$ cat src/rtl/idex_forward_pkg.sv
// rtl/idex_forward_pkg.sv - shared widths, ALU/forward encodings and latched-field layout
package idex_forward_pkg;

    localparam int DATA_W = 32;
    localparam int ADDR_W = 5;

    typedef enum logic [2:0] {
        ALU_AND = 3'b000,
        ALU_OR  = 3'b001,
        ALU_ADD = 3'b010,
        ALU_MUL = 3'b101,
        ALU_SUB = 3'b110
    } alu_ctrl_e;

    typedef enum logic [1:0] {
        FWD_NONE  = 2'b00,
        FWD_MEMWB = 2'b01,
        FWD_EXMEM = 2'b10
    } fwd_sel_e;

    typedef struct packed {
        logic [DATA_W-1:0] rs1_data;
        logic [DATA_W-1:0] rs2_data;
        logic [DATA_W-1:0] imm;
        logic [ADDR_W-1:0] rs1_addr;
        logic [ADDR_W-1:0] rs2_addr;
        logic [ADDR_W-1:0] rd_addr;
        logic              alu_src;
        logic [2:0]        alu_ctrl;
        logic              reg_write;
        logic              mem_to_reg;
        logic              mem_read;
        logic              mem_write;
    } idex_fields_t;

    // Younger EX/MEM result wins over MEM/WB; x0 is hardwired so it is never bypassed.
    function automatic fwd_sel_e fwd_select(
        input logic [ADDR_W-1:0] rs_addr,
        input logic              ex_we,
        input logic [ADDR_W-1:0] ex_rd,
        input logic              wb_we,
        input logic [ADDR_W-1:0] wb_rd
    );
        if (ex_we && (ex_rd != '0) && (ex_rd == rs_addr))
            return FWD_EXMEM;
        else if (wb_we && (wb_rd != '0) && (wb_rd == rs_addr))
            return FWD_MEMWB;
        else
            return FWD_NONE;
    endfunction

endpackage

$ cat src/rtl/idex_forward_if.sv
// rtl/idex_forward_if.sv - EX/MEM and MEM/WB bypass bus into the ID/EX stage
interface idex_forward_if;
    import idex_forward_pkg::*;

    logic              exmem_RegWrite;
    logic [ADDR_W-1:0] exmem_RDaddr;
    logic [DATA_W-1:0] exmem_data;
    logic              memwb_RegWrite;
    logic [ADDR_W-1:0] memwb_RDaddr;
    logic [DATA_W-1:0] memwb_data;

    modport master (
        output exmem_RegWrite, exmem_RDaddr, exmem_data,
        output memwb_RegWrite, memwb_RDaddr, memwb_data
    );

    modport slave (
        input exmem_RegWrite, exmem_RDaddr, exmem_data,
        input memwb_RegWrite, memwb_RDaddr, memwb_data
    );
endinterface

$ cat src/rtl/idex_forward_forward_unit.sv
// rtl/idex_forward_forward_unit.sv - combinational bypass select for both ALU source operands
module forward_unit
    import idex_forward_pkg::*;
(
    input  logic [ADDR_W-1:0] rs1_addr_i,
    input  logic [ADDR_W-1:0] rs2_addr_i,
    input  logic              exmem_RegWrite_i,
    input  logic [ADDR_W-1:0] exmem_RDaddr_i,
    input  logic              memwb_RegWrite_i,
    input  logic [ADDR_W-1:0] memwb_RDaddr_i,
    output fwd_sel_e          fwd1_sel_o,
    output fwd_sel_e          fwd2_sel_o
);

    assign fwd1_sel_o = fwd_select(rs1_addr_i, exmem_RegWrite_i, exmem_RDaddr_i,
                                   memwb_RegWrite_i, memwb_RDaddr_i);
    assign fwd2_sel_o = fwd_select(rs2_addr_i, exmem_RegWrite_i, exmem_RDaddr_i,
                                   memwb_RegWrite_i, memwb_RDaddr_i);

endmodule

$ cat src/rtl/idex_forward.sv
// rtl/idex_forward.sv - ID/EX pipeline register with operand bypass and load-use detect
module idex_forward
    import idex_forward_pkg::*;
(
    input  logic              clk_i,
    input  logic              rst_i,
    input  logic              stall_i,
    input  logic              flush_i,
    input  logic [DATA_W-1:0] RS1data_i,
    input  logic [DATA_W-1:0] RS2data_i,
    input  logic [DATA_W-1:0] imm_i,
    input  logic [ADDR_W-1:0] RS1addr_i,
    input  logic [ADDR_W-1:0] RS2addr_i,
    input  logic [ADDR_W-1:0] RDaddr_i,
    input  logic              ALUSrc_i,
    input  logic [2:0]        ALUCtrl_i,
    input  logic              RegWrite_i,
    input  logic              MemtoReg_i,
    input  logic              MemRead_i,
    input  logic              MemWrite_i,
    idex_forward_if.slave     byp,
    output logic [DATA_W-1:0] data1_o,
    output logic [DATA_W-1:0] data2_o,
    output logic [2:0]        ALUCtrl_o,
    output logic [DATA_W-1:0] storedata_o,
    output logic              RegWrite_o,
    output logic              MemtoReg_o,
    output logic              MemRead_o,
    output logic              MemWrite_o,
    output logic [ADDR_W-1:0] RDaddr_o,
    output logic              hazard_o
);

    idex_fields_t fields_q, fields_d, id_fields;
    fwd_sel_e     fwd1_sel, fwd2_sel;
    logic [DATA_W-1:0] rs1_fwd, rs2_fwd;

    assign id_fields = '{
        rs1_data:   RS1data_i,
        rs2_data:   RS2data_i,
        imm:        imm_i,
        rs1_addr:   RS1addr_i,
        rs2_addr:   RS2addr_i,
        rd_addr:    RDaddr_i,
        alu_src:    ALUSrc_i,
        alu_ctrl:   ALUCtrl_i,
        reg_write:  RegWrite_i,
        mem_to_reg: MemtoReg_i,
        mem_read:   MemRead_i,
        mem_write:  MemWrite_i
    };

    // Flush outranks stall so a held load-use victim is replaced by a bubble.
    always_comb begin
        fields_d = fields_q;
        if (flush_i)
            fields_d = '0;
        else if (!stall_i)
            fields_d = id_fields;
    end

    always_ff @(posedge clk_i) begin
        if (rst_i)
            fields_q <= '0;
        else
            fields_q <= fields_d;
    end

    forward_unit u_forward_unit (
        .rs1_addr_i       (fields_q.rs1_addr),
        .rs2_addr_i       (fields_q.rs2_addr),
        .exmem_RegWrite_i (byp.exmem_RegWrite),
        .exmem_RDaddr_i   (byp.exmem_RDaddr),
        .memwb_RegWrite_i (byp.memwb_RegWrite),
        .memwb_RDaddr_i   (byp.memwb_RDaddr),
        .fwd1_sel_o       (fwd1_sel),
        .fwd2_sel_o       (fwd2_sel)
    );

    always_comb begin
        rs1_fwd = fields_q.rs1_data;
        rs2_fwd = fields_q.rs2_data;
        case (fwd1_sel)
            FWD_EXMEM: rs1_fwd = byp.exmem_data;
            FWD_MEMWB: rs1_fwd = byp.memwb_data;
            default:   rs1_fwd = fields_q.rs1_data;
        endcase
        case (fwd2_sel)
            FWD_EXMEM: rs2_fwd = byp.exmem_data;
            FWD_MEMWB: rs2_fwd = byp.memwb_data;
            default:   rs2_fwd = fields_q.rs2_data;
        endcase
    end

    assign data1_o     = rs1_fwd;
    assign data2_o     = fields_q.alu_src ? fields_q.imm : rs2_fwd;
    assign storedata_o = rs2_fwd;
    assign ALUCtrl_o   = fields_q.alu_ctrl;
    assign RegWrite_o  = fields_q.reg_write;
    assign MemtoReg_o  = fields_q.mem_to_reg;
    assign MemRead_o   = fields_q.mem_read;
    assign MemWrite_o  = fields_q.mem_write;
    assign RDaddr_o    = fields_q.rd_addr;

    assign hazard_o = fields_q.mem_read && (fields_q.rd_addr != '0) &&
                      ((fields_q.rd_addr == RS1addr_i) || (fields_q.rd_addr == RS2addr_i));

endmodule

$ cat src/flat_wrapper.sv
// flat-port wrapper written by rule: the top's interface ports become plain ports
module idex_forward_flat import idex_forward_pkg::*;
  (clk_i, rst_i, stall_i, flush_i, RS1data_i, RS2data_i, imm_i, RS1addr_i, RS2addr_i, RDaddr_i, ALUSrc_i, ALUCtrl_i, RegWrite_i, MemtoReg_i, MemRead_i, MemWrite_i, data1_o, data2_o, ALUCtrl_o, storedata_o, RegWrite_o, MemtoReg_o, MemRead_o, MemWrite_o, RDaddr_o, hazard_o, byp_exmem_RegWrite, byp_exmem_RDaddr, byp_exmem_data, byp_memwb_RegWrite, byp_memwb_RDaddr, byp_memwb_data);
  idex_forward_if byp_i ();
  input  logic clk_i;
  input  logic rst_i;
  input  logic stall_i;
  input  logic flush_i;
  input  logic [DATA_W-1:0] RS1data_i;
  input  logic [DATA_W-1:0] RS2data_i;
  input  logic [DATA_W-1:0] imm_i;
  input  logic [ADDR_W-1:0] RS1addr_i;
  input  logic [ADDR_W-1:0] RS2addr_i;
  input  logic [ADDR_W-1:0] RDaddr_i;
  input  logic ALUSrc_i;
  input  logic [2:0] ALUCtrl_i;
  input  logic RegWrite_i;
  input  logic MemtoReg_i;
  input  logic MemRead_i;
  input  logic MemWrite_i;
  output logic [DATA_W-1:0] data1_o;
  output logic [DATA_W-1:0] data2_o;
  output logic [2:0] ALUCtrl_o;
  output logic [DATA_W-1:0] storedata_o;
  output logic RegWrite_o;
  output logic MemtoReg_o;
  output logic MemRead_o;
  output logic MemWrite_o;
  output logic [ADDR_W-1:0] RDaddr_o;
  output logic hazard_o;
  input wire logic [$bits(byp_i.exmem_RegWrite)-1:0] byp_exmem_RegWrite;
  input wire logic [$bits(byp_i.exmem_RDaddr)-1:0] byp_exmem_RDaddr;
  input wire logic [$bits(byp_i.exmem_data)-1:0] byp_exmem_data;
  input wire logic [$bits(byp_i.memwb_RegWrite)-1:0] byp_memwb_RegWrite;
  input wire logic [$bits(byp_i.memwb_RDaddr)-1:0] byp_memwb_RDaddr;
  input wire logic [$bits(byp_i.memwb_data)-1:0] byp_memwb_data;
  assign byp_i.exmem_RegWrite = byp_exmem_RegWrite;
  assign byp_i.exmem_RDaddr = byp_exmem_RDaddr;
  assign byp_i.exmem_data = byp_exmem_data;
  assign byp_i.memwb_RegWrite = byp_memwb_RegWrite;
  assign byp_i.memwb_RDaddr = byp_memwb_RDaddr;
  assign byp_i.memwb_data = byp_memwb_data;
  idex_forward u_core (.clk_i(clk_i), .rst_i(rst_i), .stall_i(stall_i), .flush_i(flush_i), .RS1data_i(RS1data_i), .RS2data_i(RS2data_i), .imm_i(imm_i), .RS1addr_i(RS1addr_i), .RS2addr_i(RS2addr_i), .RDaddr_i(RDaddr_i), .ALUSrc_i(ALUSrc_i), .ALUCtrl_i(ALUCtrl_i), .RegWrite_i(RegWrite_i), .MemtoReg_i(MemtoReg_i), .MemRead_i(MemRead_i), .MemWrite_i(MemWrite_i), .byp(byp_i), .data1_o(data1_o), .data2_o(data2_o), .ALUCtrl_o(ALUCtrl_o), .storedata_o(storedata_o), .RegWrite_o(RegWrite_o), .MemtoReg_o(MemtoReg_o), .MemRead_o(MemRead_o), .MemWrite_o(MemWrite_o), .RDaddr_o(RDaddr_o), .hazard_o(hazard_o));
endmodule
$ cat config.mk
export PLATFORM = sky130hd
export DESIGN_NAME = idex_forward_flat
export DESIGN_NICKNAME = d
export VERILOG_FILES = /design/src/rtl/idex_forward_pkg.sv /design/src/rtl/idex_forward_if.sv /design/src/rtl/idex_forward_forward_unit.sv /design/src/rtl/idex_forward.sv /design/src/flat_wrapper.sv
export SDC_FILE = /design/constraint.sdc
export NUM_CORES = 1
export LEC_CHECK = 0
export ABC_AREA = 0
export BUFFER_PORTS_ARGS = -buffer_cell sky130_fd_sc_hd__buf_4
export CAP_MARGIN = 10
export CORE_MARGIN = 2
export CORE_UTILIZATION = 40
export CTS_CLUSTER_DIAMETER = 50
export DETAILED_ROUTE_END_ITERATION = 10
export HOLD_SLACK_MARGIN = 0.06
export PLACE_DENSITY = 0.76
export SLEW_MARGIN = 25
export SYNTH_ARGS = -nofsm -noshare
export SYNTH_HDL_FRONTEND = slang
export SYNTH_SLANG_ARGS = --single-unit
$ cat constraint.sdc
create_clock -name clk_i -period 3.2 [get_ports clk_i]
set_input_delay 0.32 -clock clk_i [delete_from_list [all_inputs] [get_ports clk_i]]
set_output_delay 0.32 -clock clk_i [all_outputs]
set_load 0.05 [all_outputs]
==> impl_summary.txt, run 1 <==
----------------------------------------------------
[Die]
  Die area ... 0.01744 mm^2
  Number of ports placed on the die boundary ... 308
  Initial Util ... 0.4116
  Row cnt ... 46
  Floorplan Core Area ... 0.01594 mm^2
  Chip height ... 132.1 um
  Die span in x ... 132.1 um

[Global routing]
  Initial antenna violation count ... 1
  GRT Total Usage ... 0.2532
  Total grt overflow ... 0
  Largest net degree at the start of global routing ... 74
  Vias in the first global route ... 6401
  First-pass GRT wire length ... 35.01 mm

[Setup path]
  Worst Path Required ... 2.88 ns
  Data arrival time of the worst path ... 2.72 ns
  CP endpoint ... data2_o[29]
  Crit-path cells ... xnor2_1, o211ai_4, buf_4, or3_1, a31oi_1, mux2_2, buf_4
  Kind of capture point of the worst setup path ... output port
  Critical path type ... reg2out
  Capturing point of the worst reg2reg path ... u_core.fields_q[7]
  Worst setup path startpoint ... u_core.fields_q[14]
  Critical Path Slowest Stage Cell ... sky130_fd_sc_hd__xnor2_1
  Critical path startpoint category ... flop
  Crit path buf inv count ... 2
  Startpoint of the worst-slack reg-to-reg timing path ... u_core.fields_q[7]
  Delay of the slowest cell on the worst path ... 0.37 ns
  Logic depth of the worst setup path including buffers ... 7
  R2R depth ... 2
  R2r setup slk ... 1.86 ns
  Crit path max fanout ... 13
  Cell family contributing the most delay on the critical path ... compound AO/OA/AOI/OAI gates
  Cell seen most often among critical-path stages ... sky130_fd_sc_hd__buf_4

[Synth]
  Netlist Area Pre-Place ... 0.006561 mm^2
  Synthesized-area fraction occupied by and/or/nand/nor cells ... 0.1575
  Top_reg_cell synth ... sky130_fd_sc_hd__dfxtp_1
  Portion of synthesized cell area occupied by the leading cell type ... 0.3631
  Multiplexer area fraction after synthesis ... 0.2853
  Yosys synthesis warning count ... 0
  Cell with the most instances after synthesis ... sky130_fd_sc_hd__nor2_1
  Share of flip-flops with an asynchronous set or reset ... 0
  Library cells used by synthesis ... 27
  Top cells by area, synth ... sky130_fd_sc_hd__dfxtp_1, sky130_fd_sc_hd__mux2i_1, sky130_fd_sc_hd__nor2_1
  Most frequent cells after synthesis ... sky130_fd_sc_hd__nor2_1, sky130_fd_sc_hd__mux2i_1, sky130_fd_sc_hd__dfxtp_1
  Register bit total from synthesis ... 119
  Area fraction in compound gates after synthesis ... 0.08677
  Xor and xnor fraction of the mapped netlist area ... 0.04005
  Library cell with the largest summed area after synthesis ... sky130_fd_sc_hd__dfxtp_1
  Post-Synthesis Net Count ... 965
  Post-synthesis sequential area ratio ... 0.3631
  Largest family of logic cells by synthesized area ... multiplexers
  Average instance area after synthesis ... 8.566 um^2
  Synthesized instance count ... 766
  Number of flops mapped to enable cells by yosys ... 0
  Synth Area in Adders ... 0

[Route]
  Final routed wirelength across all metal layers ... 22.70 mm
  Number of search-and-repair iterations in the first detailed-routing pass ... 5
  Number of antenna-violating nets in the routed design ... 0
  Routed len/inst ... 17.96 um
  Starting DRT DRC Count ... 364
  Routed vias ... 6601
  DRC ... 0
  Vias per std cell ... 5.222

[Timing]
  Setup repair after global routing missed its margin ... false
  Final number of setup-violating endpoints ... 0
  Worst clock skew ... 0 ns
  Worst-margin pin slew ... 1.007 ns
  Relative max-transition margin ... 0.3289
  Final setup margin ... 0.1597 ns
  Final Hold Viols ... 0
  Final min period ... 3.040 ns
  Final total negative setup slack ... 0 ns
  Post-route fraction of the period consumed by the critical path ... 0.9501
  Maximum clock frequency ... 0.3289 GHz
  Max-slew violation total from the final report ... 0

[Cells and area]
  Share of cells above drive strength 1 ... 0.3702
  Post-route insts no fill ... 1264
  Final layout net count ... 1234
  Design Area, Final ... 0.009625 mm^2
  Ant. Diodes ... 0
  Final core occ ... 0.6038
  Area taken by flip-flops and latches ... 0.002384 mm^2
  Multi-input combinational cell area ... 0.003759 mm^2
  Number of fill cells in the layout ... 1371
  Synthesis-to-layout area growth ... 46.70%

[Place]
  Placed cells ... 1232
  # port buffers ... 307
  Detailed placer's ending HPWL ... 16.21 mm
  Pre-CTS setup slack ... 0.4267 ns
  Global placer's final weighted congestion ... 0.9324
  Cell area reported after detailed placement ... 0.009001 mm^2

[Power]
  Power per unit of standard cell area ... 473.8 mW/mm^2
  Max VDD drop ... 0.3412 mV
  Static leakage ... 4.521 nW

[CTS]
  Clock edge transition at the registers on the reported setup and hold paths ... 0.06 ns
  TritonCTS clock tree ... built
  Number of buffers between clock root and the deepest sink ... 2
  Clock latency at the later pin of the worst-skew pair ... 0.41 ns
  Total CTS buffers ... 17
  Number of buffers inserted by post-CTS setup repair ... 0
  H-Tree Depth ... 4
  Clock Tree Root ... sky130_fd_sc_hd__clkbuf_16
  Clock sink count ... 119
  PostCTS Resize Cnt ... 0
  Hold-fix buffer count after cts ... 0

[Worst hold path]
  Classification of the worst-slack hold path ... in2reg

[Run]
  Number of max-cap violations ... 0

[Status]
  Outcome ... finished clean

----------------------------------------------------
-- worst reg2reg max path: stages, from the launching register on --
cell                      delay, ns
sky130_fd_sc_hd__dfxtp_2       0.99
sky130_fd_sc_hd__mux2i_1       0.17
sky130_fd_sc_hd__nor2_1        0.12
-- how the worst min path moves through the flow --
stage | startpoint | to | cells after the start
final | RS1data_i[10] | u_core.fields_q[97] | 3
after global placement | u_core.fields_q[23] | u_core.fields_q[23] | 2
after detailed placement | u_core.fields_q[68] | u_core.fields_q[68] | 2
after floorplan | u_core.fields_q[55] | u_core.fields_q[55] | 2
after global routing | RS1data_i[8] | u_core.fields_q[95] | 3
after CTS | imm_i[5] | u_core.fields_q[28] | 3
-- where the power goes --
| group | internal, mW | leakage, nW | total (mW) | switching (mW) |
|---|---|---|---|---|
| clock network | 1.33 | 0.305 | 2.03 | 0.705 |
| logic | 0.404 | 3.25 | 0.957 | 0.553 |
| registers | 1.53 | 0.970 | 1.57 | 0.0394 |
| total | 3.26 | 4.52 | 4.56 | 1.30 |
-- cell families after synthesis --
group / count (synthesis)
compound gates: 101
xor+xnor: 30
buf+inv: 102
flops: 119
mux: 183
simple gates: 231
-- final cells by class --
class / instances / area share
Clock buffer: 21 / 0.04680
Sequential cell: 119 / 0.2476
Tap cell: 216 / 0.02808
Clock inverter: 11 / 0.01807
Multi-Input combinational cell: 545 / 0.3905
Inverter: 32 / 0.01248
Timing Repair Buffer: 320 / 0.2565
-- layout by cell type (no fill, tap or decap), types with 2 or more instances in the layout --
master,instances
sky130_fd_sc_hd__a21oi_1,33
sky130_fd_sc_hd__a31oi_1,32
sky130_fd_sc_hd__buf_12,5
sky130_fd_sc_hd__buf_4,314
sky130_fd_sc_hd__bufinv_16,4
sky130_fd_sc_hd__clkbuf_1,3
sky130_fd_sc_hd__clkbuf_16,17
sky130_fd_sc_hd__clkinv_2,2
sky130_fd_sc_hd__clkinv_4,5
sky130_fd_sc_hd__dfxtp_1,118
sky130_fd_sc_hd__inv_1,32
sky130_fd_sc_hd__mux2_2,32
sky130_fd_sc_hd__mux2i_1,151
sky130_fd_sc_hd__nand3_1,3
sky130_fd_sc_hd__nand4_1,3
sky130_fd_sc_hd__nor2_1,152
sky130_fd_sc_hd__nor3_1,34
sky130_fd_sc_hd__o211ai_4,2
sky130_fd_sc_hd__o21ai_0,32
sky130_fd_sc_hd__o21ai_1,2
sky130_fd_sc_hd__or3_1,32
sky130_fd_sc_hd__or4_1,2
sky130_fd_sc_hd__xnor2_1,20
sky130_fd_sc_hd__xor2_1,10
-- metrics by stage --
step           power [mW]  hold slack [ns]
2_1_floorplan       2.153           0.4567
3_3_place_gp        2.545           0.4697
3_5_place_dp        2.554           0.4775
4_1_cts             4.597           0.1177
5_1_grt             4.727           0.1167
6_report            4.561           0.1331
-- state kept, by name, indices dropped and copies added (netlist names) --
| name | cells |
|---|---|
| u_core.ALUCtrl_o | 3 |
| u_core.MemRead_o | 1 |
| u_core.MemWrite_o | 1 |
| u_core.MemtoReg_o | 1 |
| u_core.RDaddr_o | 5 |
| u_core.RegWrite_o | 1 |
| u_core.fields_q | 107 |
-- per-layer routing --
metal,track usage,vias up,share of wire
met5,0,-,0.00044
met4,0.08152,2,0.020
met3,0.07036,28,0.070
met2,0.4294,258,0.49
met1,0.3106,3134,0.42
li1,-,3179,-
Power figures use the tool's default switching activity.
==> run 2, diff against run 1 <==
Settings changed: CORE_AREA set to 2 2 120 122, CORE_MARGIN 2 to unset, CORE_UTILIZATION 40 to unset, DIE_AREA set to 0 0 122 124, PLACE_DENSITY 0.76 to 0.87.
==> impl_summary.txt, run 2 (synthesis results as in run 1) <==
----------------------------------------------------
[Setup path]
  Critical Path Slowest Stage Cell ... sky130_fd_sc_hd__dfxtp_1
  Critical path startpoint category ... flop
  Crit-path cells ... xnor2_1, nand4_1, buf_4, or3_1, a31oi_1, mux2_2, buf_4
  CP endpoint ... data2_o[29]
  Worst Path Required ... 2.88 ns
  R2R depth ... 2
  Startpoint of the worst-slack reg-to-reg timing path ... u_core.fields_q[7]
  Kind of capture point of the worst setup path ... output port
  Crit path max fanout ... 64
  Data arrival time of the worst path ... 2.66 ns
  Cell seen most often among critical-path stages ... sky130_fd_sc_hd__buf_4
  R2r setup slk ... 1.86 ns
  Delay of the slowest cell on the worst path ... 0.43 ns
  Capturing point of the worst reg2reg path ... u_core.fields_q[7]
  Worst setup path startpoint ... u_core.fields_q[16]
  Critical path type ... reg2out

[Place]
  Placed cells ... 1193
  # port buffers ... 307
  Global placer's final weighted congestion ... 0.9639
  Detailed placer's ending HPWL ... 15.73 mm

[Route]
  Vias per std cell ... 5.456
  Routed len/inst ... 18.29 um
  DRC ... 0
  Final routed wirelength across all metal layers ... 22.42 mm
  Number of antenna-violating nets in the routed design ... 0
  Starting DRT DRC Count ... 518
  Number of search-and-repair iterations in the first detailed-routing pass ... 8
  Routed vias ... 6689

[Run]
  Number of max-cap violations ... 0

[CTS]
  PostCTS Resize Cnt ... 0
  H-Tree Depth ... 4
  TritonCTS clock tree ... built
  Clock latency at the later pin of the worst-skew pair ... 0.41 ns
  Number of buffers inserted by post-CTS setup repair ... 0
  Clock Tree Root ... sky130_fd_sc_hd__clkbuf_16
  Clock sink count ... 119
  Hold-fix buffer count after cts ... 0
  Total CTS buffers ... 17
  Number of buffers between clock root and the deepest sink ... 2
  Clock edge transition at the registers on the reported setup and hold paths ... 0.06 ns

[Power]
  Max VDD drop ... 0.3512 mV
  Clk pwr share ... 0.449
  Switching Share ... 0.2888
  Cell internal power dissipation ... 3.264 mW
  Power per unit of standard cell area ... 478.7 mW/mm^2
  Sequential Power Share ... 0.342
  Psw ... 1.325 mW
  Relative contribution of combinational cells to total power ... 0.209
  Static leakage ... 4.505 nW

[Global routing]
  Total grt overflow ... 0
  Initial antenna violation count ... 1
  First-pass GRT wire length ... 33.07 mm
  Vias in the first global route ... 6387
  Largest net degree at the start of global routing ... 70
  GRT Total Usage ... 0.2838

[Die]
  Number of ports placed on the die boundary ... 308
  Die span in x ... 122 um
  Die area ... 0.01513 mm^2
  Row cnt ... 43
  Floorplan Core Area ... 0.01372 mm^2
  Initial Util ... 0.4782
  Chip height ... 124 um

[Cells and area]
  Share of cells above drive strength 1 ... 0.3713
  Synthesis-to-layout area growth ... 46.11%
  Most common cell after layout, fill and taps aside ... sky130_fd_sc_hd__buf_4
  Post-route insts no fill ... 1226
  Number of flip-flops in the largest register ... 107
  Final layout net count ... 1231
  Largest register by flop count ... u_core.fields_q
  Highest-count cells in the layout ignoring fill and taps ... sky130_fd_sc_hd__buf_4, sky130_fd_sc_hd__nor2_1, sky130_fd_sc_hd__mux2i_1

[Timing]
  Final min period ... 2.982 ns
  Final Hold Viols ... 0
  Maximum clock frequency ... 0.3353 GHz
  Final total negative setup slack ... 0 ns
  Worst clock skew ... 0 ns
  Final number of setup-violating endpoints ... 0
  Max-slew violation total from the final report ... 0
  Post-route fraction of the period consumed by the critical path ... 0.9320
  Setup repair after global routing missed its margin ... false
  Worst-margin pin slew ... 0.9973 ns
  Relative max-transition margin ... 0.3351

[Status]
  Outcome ... finished clean

[Worst hold path]
  Classification of the worst-slack hold path ... in2reg
  Number of cells on the worst hold path ... 3

----------------------------------------------------
[run 2: area by class of cell]
cell class	count	area (um^2)
diodes	1	2.502
inverters	32	120.1
flip-flops and latches	119	2384
clock inverters	14	198.9
well taps	180	225.2
clock buffers	18	439.2
fillers	1031	4133
multi-input cells	545	3759
repair buffers	317	2459
[run 2: critical path, delay by kind of cell, from the launching register on]
kind | cells | cell delay, ns
simple gates | 2 | 0.50
xor+xnor | 1 | 0.16
compound gates | 1 | 0.38
flops | 1 | 0.43
buf+inv | 2 | 0.52
mux | 1 | 0.24
[run 2: power groups by stage]
stage	combinational (mW)	clock (mW)	sequential (mW)
CTS	0.956	2.08	1.57
global placement	0.939	0	1.60
finish	0.959	2.06	1.57
global route	1.01	2.15	1.57
detailed placement	0.951	0	1.60
floorplan	0.564	0	1.59
[run 2: worst min-delay path by stage]
| stage | startpoint | endpoint | slack, ns |
|---|---|---|---|
| 6_report | RS1data_i[10] | u_core.fields_q[97] | 0.13 |
| 5_1_grt | RS2data_i[14] | u_core.fields_q[69] | 0.13 |
| 4_1_cts | RS1data_i[10] | u_core.fields_q[97] | 0.12 |
| 3_5_place_dp | u_core.fields_q[69] | u_core.fields_q[69] | 0.48 |
| 3_3_place_gp | u_core.fields_q[27] | u_core.fields_q[27] | 0.47 |
| 2_1_floorplan | u_core.fields_q[55] | u_core.fields_q[55] | 0.46 |
[run 2: per-stage QoR]
stage	power, mW	utilization	hold slack (ns)	instance area, um^2	worst slack [ns]
5_1_grt	4.736	0.6986	0.1253	9584	0.1710
6_report	4.589	0.6988	0.1322	9587	0.2175
2_1_floorplan	2.153	-	0.4567	6561	0.05851
3_5_place_dp	2.552	0.6521	0.4801	8946	0.4010
4_1_cts	4.603	0.6986	0.1197	9584	0.2748
3_3_place_gp	2.538	0.6521	0.4678	8946	0.4610
[run 2: layer usage]
metal | global-route usage | part of all wire | vias up
li1 | - | - | 3184
met1 | 0.3414 | 0.38 | 3105
met2 | 0.4647 | 0.49 | 350
met3 | 0.09295 | 0.099 | 50
met4 | 0.1236 | 0.027 | 0
met5 | 0 | 0 | -
==> run 3, diff against run 2 <==
Settings changed: BUFFER_PORTS_ARGS -buffer_cell sky130_fd_sc_hd__buf_4 to -buffer_cell sky130_fd_sc_hd__buf_2, SKIP_CTS_REPAIR_TIMING set to 1.
==> impl_summary.txt, run 3 (synthesis results as in run 1) <==
----------------------------------------------------
[Die]
  Die span in x ... 122 um
  Number of ports placed on the die boundary ... 308
  Die area ... 0.01513 mm^2
  Row cnt ... 43
  Initial Util ... 0.4782
  Floorplan Core Area ... 0.01372 mm^2
  Chip height ... 124 um

[CTS]
  Clock Tree Root ... sky130_fd_sc_hd__clkbuf_16
  Clock latency at the later pin of the worst-skew pair ... 0.41 ns
  H-Tree Depth ... 4
  Clock sink count ... 119
  TritonCTS clock tree ... built
  Total CTS buffers ... 17
  Clock edge transition at the registers on the reported setup and hold paths ... 0.06 ns
  Number of buffers between clock root and the deepest sink ... 2

[Setup path]
  R2r setup slk ... 1.84 ns
  Capturing point of the worst reg2reg path ... u_core.fields_q[7]
  Worst setup path startpoint ... u_core.fields_q[14]
  Critical path type ... reg2out
  R2R depth ... 2
  Startpoint of the worst-slack reg-to-reg timing path ... u_core.fields_q[7]
  Data arrival time of the worst path ... 2.55 ns
  Critical path startpoint category ... flop
  Worst Path Required ... 2.88 ns
  CP endpoint ... data2_o[8]
  Kind of capture point of the worst setup path ... output port
  Crit path max fanout ... 64

[Place]
  # port buffers ... 307
  Cell area reported after detailed placement ... 0.008208 mm^2
  Pre-CTS setup slack ... 0.4948 ns
  Global placer's final weighted congestion ... 0.9462
  Placed cells ... 1195
  Detailed placer's ending HPWL ... 15.56 mm

[Cells and area]
  Number of flip-flops in the largest register ... 107
  Synthesis-to-layout area growth ... 34.23%
  Number of fill cells in the layout ... 1150
  Highest-count cells in the layout ignoring fill and taps ... sky130_fd_sc_hd__buf_2, sky130_fd_sc_hd__nor2_1, sky130_fd_sc_hd__mux2i_1
  Design Area, Final ... 0.008807 mm^2
  Final layout net count ... 1233
  Share of cells above drive strength 1 ... 0.3715
  Largest register by flop count ... u_core.fields_q
  Post-route insts no fill ... 1229
  Most common cell after layout, fill and taps aside ... sky130_fd_sc_hd__buf_2

[Run]
  Number of max-cap violations ... 0

[Timing]
  Setup repair after global routing missed its margin ... false
  Post-route fraction of the period consumed by the critical path ... 0.8958
  Max-slew violation total from the final report ... 0
  Final setup margin ... 0.3335 ns
  Final total negative setup slack ... 0 ns
  Final Hold Viols ... 0
  Final min period ... 2.867 ns
  Relative max-transition margin ... 0.3223
  Worst-margin pin slew ... 1.017 ns
  Maximum clock frequency ... 0.3489 GHz
  Worst clock skew ... 0 ns
  Final number of setup-violating endpoints ... 0

[Route]
  DRC ... 0
  Starting DRT DRC Count ... 473
  Final routed wirelength across all metal layers ... 22.21 mm
  Routed len/inst ... 18.07 um
  Number of antenna-violating nets in the routed design ... 0
  Routed vias ... 6731
  Vias per std cell ... 5.477
  Number of search-and-repair iterations in the first detailed-routing pass ... 7

[Global routing]
  GRT Total Usage ... 0.2815
  Vias in the first global route ... 6383
  Total grt overflow ... 0
  Largest net degree at the start of global routing ... 65
  First-pass GRT wire length ... 32.62 mm
  Initial antenna violation count ... 4

[Worst hold path]
  Classification of the worst-slack hold path ... in2reg

[Power]
  Power per unit of standard cell area ... 491.8 mW/mm^2
  Static leakage ... 4.322 nW
  Max VDD drop ... 0.3843 mV

[Status]
  Outcome ... finished clean

----------------------------------------------------
[run 3: cell count changes in the layout (fill, tap and decap cells not counted), sizes merged]
cell and delta:
clkinv -2, clkinvlp +2, diode +1, buf +2, inv -1, clkbuf +3
bufinv -2
[run 3: critical path, cell delays in order (launching register included)]
cell	delay [ns]
sky130_fd_sc_hd__dfxtp_1	0.35
sky130_fd_sc_hd__xnor2_1	0.28
sky130_fd_sc_hd__o211ai_4	0.13
sky130_fd_sc_hd__buf_12	0.21
sky130_fd_sc_hd__or3_1	0.37
sky130_fd_sc_hd__a31oi_1	0.28
sky130_fd_sc_hd__mux2_2	0.22
sky130_fd_sc_hd__buf_2	0.26
[run 3: per-stage QoR]
stage	power, mW	utilization	hold WS, ns
finish	4.331	0.6420	0.1285
detailed placement	2.448	0.5983	0.4797
global route	4.469	0.6418	0.1221
global placement	2.433	0.5983	0.4679
floorplan	2.153	-	0.4567
CTS	4.349	0.6416	0.1158
[run 3: routing by layer]
layer  global-route usage  vias to the layer above  share of wire
met5                    0                        -         0.0012
met3              0.08883                       41          0.090
li1                     -                     3187              -
met2               0.4770                      343           0.49
met1               0.3307                     3156           0.40
met4               0.1149                        4          0.020
[run 3: how the worst min path moves through the flow]
| stage | from | to | cells past startpoint |
|---|---|---|---|
| final | RS1data_i[27] | u_core.fields_q[114] | 3 |
| after global routing | RS2data_i[9] | u_core.fields_q[64] | 3 |
| after CTS | RDaddr_i[3] | u_core.RDaddr_o[3] | 3 |
| after detailed placement | u_core.ALUCtrl_o[1] | u_core.ALUCtrl_o[1] | 2 |
| after global placement | u_core.fields_q[29] | u_core.fields_q[29] | 2 |
| after floorplan | u_core.fields_q[55] | u_core.fields_q[55] | 2 |
[run 3: power breakdown]
group / switching [mW] / internal, mW
Combinational: 0.557 / 0.300
Sequential: 0.0398 / 1.53
Clock: 0.697 / 1.20
Total: 1.29 / 3.04
[run 3: layout make-up]
cell class,count,area [um^2],area share
clock inverter,11,123.9,0.01406
multi-input combinational,545,3759,0.4268
clock buffer,21,470.5,0.05342
timing repair buffer,319,1720,0.1953
inverter,32,120.1,0.01364
antenna,2,5.005,0.0005683
tap,180,225.2,0.02557
sequential,119,2384,0.2706
